===== src/rtl/r4_div_pkg.sv =====
// Shared definitions for the radix-4 SRT divider: digit encoding and OTFC state type.
package r4_div_pkg;

  localparam int DIG_W    = 5;
  localparam int DIG_NEG2 = 4;
  localparam int DIG_NEG1 = 3;
  localparam int DIG_ZERO = 2;
  localparam int DIG_POS1 = 1;
  localparam int DIG_POS2 = 0;

  typedef enum logic [1:0] {
    S_IDLE,
    S_ITER,
    S_DONE
  } otfc_state_t;

endpackage


===== src/rtl/r4_otfc_step.sv =====
// One radix-4 on-the-fly conversion step: appends a signed digit to Q and QM = Q - 1.
module r4_otfc_step
  import r4_div_pkg::*;
#(
  parameter int W = 28
) (
  input  logic [W-1:0]     q,
  input  logic [W-1:0]     qm,
  input  logic [DIG_W-1:0] dig,
  output logic [W-1:0]     q_nxt,
  output logic [W-1:0]     qm_nxt,
  output logic             illegal
);

  always_comb begin
    illegal = !$onehot(dig);
    // Zero digit is the default, which also covers non-one-hot inputs.
    q_nxt   = {q[W-3:0], 2'd0};
    qm_nxt  = {qm[W-3:0], 2'd3};
    if (!illegal) begin
      if (dig[DIG_POS2]) begin
        q_nxt  = {q[W-3:0], 2'd2};
        qm_nxt = {q[W-3:0], 2'd1};
      end else if (dig[DIG_POS1]) begin
        q_nxt  = {q[W-3:0], 2'd1};
        qm_nxt = {q[W-3:0], 2'd0};
      end else if (dig[DIG_NEG1]) begin
        q_nxt  = {qm[W-3:0], 2'd3};
        qm_nxt = {qm[W-3:0], 2'd2};
      end else if (dig[DIG_NEG2]) begin
        q_nxt  = {qm[W-3:0], 2'd2};
        qm_nxt = {qm[W-3:0], 2'd1};
      end
    end
  end

endmodule


===== src/rtl/r4_otfc.sv =====
// Radix-4 OTFC unit: sequences one digit per accepted beat and hands Q/QM downstream.
module r4_otfc
  import r4_div_pkg::*;
#(
  parameter int QUO_W = 28,
  parameter int ITER  = QUO_W / 2
) (
  input  logic             clk,
  input  logic             rst,
  input  logic             flush_i,
  input  logic             start_valid_i,
  output logic             start_ready_o,
  input  logic             dig_valid_i,
  input  logic [DIG_W-1:0] dig_i,
  output logic             dig_ready_o,
  output logic             quo_valid_o,
  input  logic             quo_ready_i,
  output logic [QUO_W-1:0] quo_o,
  output logic [QUO_W-1:0] quo_m1_o,
  output logic             dig_err_o
);

  localparam int CNT_W = $clog2(ITER + 1);

  otfc_state_t      state, state_nxt;
  logic [QUO_W-1:0] q, qm, q_nxt, qm_nxt;
  logic [CNT_W-1:0] cnt;
  logic             err, illegal;
  logic             start_acc, dig_acc, res_acc, last_dig;

  assign start_ready_o = (state == S_IDLE);
  assign dig_ready_o   = (state == S_ITER);
  assign quo_valid_o   = (state == S_DONE);
  assign quo_o         = q;
  assign quo_m1_o      = qm;
  assign dig_err_o     = err;

  assign start_acc = start_valid_i & start_ready_o;
  assign dig_acc   = dig_valid_i & dig_ready_o;
  assign res_acc   = quo_valid_o & quo_ready_i;
  assign last_dig  = (cnt == CNT_W'(ITER - 1));

  r4_otfc_step #(.W(QUO_W)) u_step (
    .q       (q),
    .qm      (qm),
    .dig     (dig_i),
    .q_nxt   (q_nxt),
    .qm_nxt  (qm_nxt),
    .illegal (illegal)
  );

  always_ff @(posedge clk) begin
    if (rst) state <= S_IDLE;
    else     state <= state_nxt;
  end

  always_comb begin
    state_nxt = state;
    case (state)
      S_IDLE:  if (start_acc) state_nxt = S_ITER;
      S_ITER:  if (dig_acc && last_dig) state_nxt = S_DONE;
      S_DONE:  if (res_acc) state_nxt = S_IDLE;
      default: state_nxt = S_IDLE;
    endcase
    if (flush_i) state_nxt = S_IDLE;
  end

  // Handshakes are mutually exclusive by state, so one priority chain suffices.
  always_ff @(posedge clk) begin
    if (rst || flush_i) begin
      q   <= '0;
      qm  <= '0;
      cnt <= '0;
      err <= 1'b0;
    end else if (start_acc) begin
      q   <= '0;
      qm  <= '1;
      cnt <= '0;
      err <= 1'b0;
    end else if (dig_acc) begin
      q   <= q_nxt;
      qm  <= qm_nxt;
      cnt <= cnt + CNT_W'(1);
      err <= err | illegal;
    end
  end

endmodule

===== config.mk =====
export PLATFORM = sky130hd
export DESIGN_NAME = r4_otfc
export DESIGN_NICKNAME = d
export VERILOG_FILES = /design/src/rtl/r4_div_pkg.sv /design/src/rtl/r4_otfc_step.sv /design/src/rtl/r4_otfc.sv
export SDC_FILE = /design/constraint.sdc
export NUM_CORES = 1
export LEC_CHECK = 0
export BUFFER_PORTS_ARGS = -buffer_cell sky130_fd_sc_hd__buf_4
export CAP_MARGIN = 25
export CORE_MARGIN = 3
export CORE_UTILIZATION = 55
export CTS_CLUSTER_SIZE = 40
export DETAILED_ROUTE_END_ITERATION = 8
export PLACE_DENSITY = 0.8
export SYNTH_ARGS = -nofsm -noshare
export SYNTH_HDL_FRONTEND = slang
export SYNTH_SLANG_ARGS = --single-unit
export TNS_END_PERCENT = 5

===== constraint.sdc =====
create_clock -name clk -period 2.39 [get_ports clk]
set_input_delay 0 -clock clk [delete_from_list [all_inputs] [get_ports clk]]
set_output_delay 0 -clock clk [all_outputs]
set_load 0.005 [all_outputs]

==> results.md <==
Detailed routing:
- The count of nets left with antenna violations after detail routing is 0.
- The mean routed wirelength per cell is between 15 and 20 um.
- The routed layout has about 3.2k vias.
- Dividing the detail-routed via count by the number of cells gives between 5 and 6.
- The first routing iteration left 140 violations.
- The number of search-and-repair iterations in the first detailed-routing pass is 6.
- The detailed-route DRC error count is 0.
- Summed over all layers, the routed wires come to 9020 um.

Clock network:
- The H-tree was split into 3 levels.
- Clock tree synthesis found a total of 63 sinks.
- The number of buffers added by the clock tree synthesis step is 9.
- The number of gates resized after CTS was 0.
- The CTS root buffer is sky130_fd_sc_hd__clkbuf_8.
- The insertion delay to the later sink of the worst-skew pair is 0.34 ns.
- The maximum clock insertion buffer count is 2.
- The clock tree from TritonCTS is done.
- The clock-pin transition on the worst setup and hold timing paths is 0.06 ns.

Logic synthesis:
- Synthesis produced a netlist whose cell count is 391.
- The register bit count reported by yosys is 63.
- The number of synthesized flops with an enable pin is 0.
- The top cell type by total area after synthesis is sky130_fd_sc_hd__dfxtp_1.
- Yosys attributes the largest share of cell area to sky130_fd_sc_hd__dfxtp_1 37%, sky130_fd_sc_hd__nor2_1 9.6%, sky130_fd_sc_hd__mux2i_1 7.6%.
- The top flip-flop cell by instance count after synthesis is sky130_fd_sc_hd__dfxtp_1.
- The sequential cell area fraction in the yosys report is 0.368.
- The distinct cell type count after synthesis is 42.
- The number of nets in the synthesized netlist is 408.
- The average footprint of a synthesized cell is a little under 9 sq um.
- The cell area after technology mapping is approximately 3400 sq um.
- The share of Yosys cell area claimed by the top area cell type is 0.368.
- The number of synthesis warnings is 0.
- After synthesis, the share of flip-flops with an asynchronous set or reset is 0.

Global route:
- The initial antenna violation count is 0.
- The number of global-route vias before repair is 3147.
- The global-route wire length before repair is 15200 um.
- The global-route usage over all layers is 0.259.
- After global routing the overflow that remains totals 0.
- Entering global routing, the biggest net connects 38 pins.

Placement:
- The last weighted congestion value of the routability-driven placer is 0.801.
- Summed over all nets, the half-perimeter wirelength after detailed placement is just over 6000 um.
- The count of buffers from port buffering is 70.
- The cell area reported after detailed placement is 4080 sq um.

Setup path:
- The depth of the worst register-to-register path is 4.
- The element type at the critical path start is an input port.
- The slowest stage cell on the critical path is sky130_fd_sc_hd__fa_1.
- The largest single stage delay on the critical path is 0.47 ns.
- The cell that appears most often on the critical path is sky130_fd_sc_hd__fa_1.
- The dominant delay contributor by cell family on the critical path is adder cells.
- Walking the worst path, the cells encountered are buf_4 -> ha_1 -> fa_1 -> inv_1 -> fa_1 -> and3_2 -> and3_1 -> buf_12 -> nor3_1 -> a2111oi_2.
- The data arrival time at the worst-slack endpoint is 2.29 ns.
- The endpoint required time on the critical path is 2.60 ns.
- The buffering stage count on the worst path with inverters included is 3.
- The peak fanout along the critical path is 26.
- In this run the number of cells on the critical path is 10.
- The critical path is of the input port to flip-flop type.
- The worst setup path is captured at a flip-flop.

Run status:
- The run finished with clean final reports.

Die:
- The number of placement rows is 28.
- During I/O placement, the number of pins put on the boundary was 71.
- In this run the horizontal extent of the chip is 85.0 um.
- After floorplanning, the core was sized to cover 5990 sq um.
- The starting density of the core is 0.573.
- From bottom edge to top edge, the die measures ~85 um.
- The die covers 7220 sq um.

STA:
- Setup repair after global routing left no endpoint under its margin.
- The worst path needs 2.08 ns of the cycle, external delays included.
- Setup violations remaining at the end of the flow were counted as 0.
- Clock skew on the completed layout was measured at 0.00836 ns.
- Dividing the final minimum period by the clock period gives 0.871.
- Measured against its own limit, the worst slew margin works out to 0.621.
- Based on the critical path, the design can be clocked at up to between 400 and 500 MHz.
- The number of endpoints with negative hold slack in the final report is 0.
- At the pin with the least slew margin, the transition time is between 0.5 and 0.6 ns.
- The number of pins exceeding their max-slew limit in the final report was 0.
- The setup TNS after final layout is 0 ns.

Final layout:
- The layout net count is 476.
- The relative area change from synthesis to final layout is 25.1%.
- The fraction of final layout cells sized beyond drive strength 1 is 0.313.
- The area of the multi-input gates is 1960 sq um.
- The sequential cells in the finished layout cover a total of 1260 sq um.
- Fill cells in the final layout number ~500.
- The antenna diode count is 0.
- The final instance area is about 4300 sq um.

Pwr:
- The worst ir drop on vdd is between 0.3 and 0.4 mV.
- The total leakage power is ~1.8 nW.
- For this design the ratio of total power to cell area is 568 nW/um^2.
- The internal power of the cells totals approximately 0.0017 W.
- Of the total power, registers draw 0.462.
- The combinational share of power is 0.196.
- The switching power is 0.000691 W.
- The clock share of power is 0.342.
- The switching part of the total power is 0.283.

Worst hold path:
- The class of the tightest hold or removal check is input port to flip-flop.
- The worst hold path passes through 4 cells.

Flow run:
- The tool flagged a number of max-cap violations equal to 0.
-- cells by family (layout without fill, tap and decap cells) --
group | Yosys count | after routing | synth area share
AND/OR/NAND/NOR | 210 | 210 | 0.332
flip-flops | 63 | 63 | 0.368
AO/OA/AOI/OAI | 44 | 44 | 0.121
buffers and inverters | 39 | 112 | 0.0689
multiplexers | 26 | 26 | 0.0759
adder cells (fa/ha/maj) | 6 | 6 | 0.0263
XOR/XNOR | 3 | 3 | 0.00766
-- per-stage QoR --
| step | worst slack, ns | total power (W) | hold WS [ns] | utilization | instances |
|---|---|---|---|---|---|
| 2_1_floorplan | 0.220 | 0.00146 | 0.185 | - | 391 |
| 3_3_place_gp | 0.0684 | 0.00160 | 0.309 | 0.680 | 519 |
| 3_5_place_dp | -0.0472 | 0.00162 | 0.323 | 0.680 | 519 |
| 4_1_cts | 0.311 | 0.00246 | 0.00408 | 0.717 | 539 |
| 5_1_grt | 0.213 | 0.00255 | 0.0408 | 0.717 | 539 |
| 6_report | 0.308 | 0.00244 | 0.0180 | 0.717 | 539 |
-- final timing paths --
path / start / to / slack [ns]
min reg2reg: dig_err_o / dig_err_o / 0.48
min: flush_i / state[1] / 0.02
max: dig_i[0] / quo_o[24] / 0.31
max reg2reg: state[1] / quo_o[15] / 0.68
-- sequential cells by signal (all words and copies together) (netlist names) --
name / cells
quo_o: 28
cnt: 4
dig_err_o: 1
state: 2
quo_m1_o: 28
-- power by group through the flow --
stage | combinational (W) | clock (W) | sequential, W
after floorplan | 0.000323 | 0 | 0.00114
after global placement | 0.000456 | 0 | 0.00115
after detailed placement | 0.000473 | 0 | 0.00115
after CTS | 0.000480 | 0.000852 | 0.00113
after global routing | 0.000522 | 0.000901 | 0.00113
final | 0.000478 | 0.000834 | 0.00113
-- synth_stat cells (5+ instances only) --
cell	number
sky130_fd_sc_hd__nor2_1	88
sky130_fd_sc_hd__dfxtp_1	63
sky130_fd_sc_hd__nor3_1	42
sky130_fd_sc_hd__nand2_1	28
sky130_fd_sc_hd__mux2i_1	26
sky130_fd_sc_hd__o221a_1	20
sky130_fd_sc_hd__buf_2	19
sky130_fd_sc_hd__nor4_2	19
sky130_fd_sc_hd__nor3_2	10
sky130_fd_sc_hd__a21oi_1	6
sky130_fd_sc_hd__clkbuf_1	5
sky130_fd_sc_hd__o221a_2	5
-- final cells by class --
class	count	share of cell area
Multi-Input combinational cell	289	0.456
Sequential cell	63	0.294
Timing Repair Buffer	92	0.184
Clock buffer	13	0.0370
Tap cell	75	0.0219
Clock inverter	3	0.00408
Inverter	4	0.00350
-- cell usage in the layout (no fill, tap or decap), types with 5 or more instances in the layout --
cell,count
sky130_fd_sc_hd__nor2_1,88
sky130_fd_sc_hd__buf_4,81
sky130_fd_sc_hd__dfxtp_1,63
sky130_fd_sc_hd__nor3_1,42
sky130_fd_sc_hd__nand2_1,28
sky130_fd_sc_hd__mux2i_1,26
sky130_fd_sc_hd__o221a_1,20
sky130_fd_sc_hd__nor4_2,19
sky130_fd_sc_hd__clkbuf_8,11
sky130_fd_sc_hd__nor3_2,10
sky130_fd_sc_hd__buf_12,7
sky130_fd_sc_hd__a21oi_1,6
sky130_fd_sc_hd__o221a_2,5
-- what timing repair did --
| action | 4_1_cts | 5_1_grt |
|---|---|---|
| endpoints found under the hold margin | 3 | 0 |
| hold buffers | 4 | 0 |
| endpoints found under the setup margin | 0 | 0 |
| setup buffers | 0 | 0 |
-- metal layers --
layer  up-vias  global-route usage  wire [um]
met5         -                   0          0
met2       110               0.440       4510
met3        14              0.0495        556
li1       1533                   -          -
met4         0               0.104        135
met1      1556               0.323       3820
-- worst min-delay path, stage by stage --
cell and delay (ns):
sky130_fd_sc_hd__buf_4 0.09, sky130_fd_sc_hd__nor2_1 0.09, sky130_fd_sc_hd__o21ai_0 0.09, sky130_fd_sc_hd__a21oi_1 0.04
Note: power is estimated with default switching activity, not from simulation.
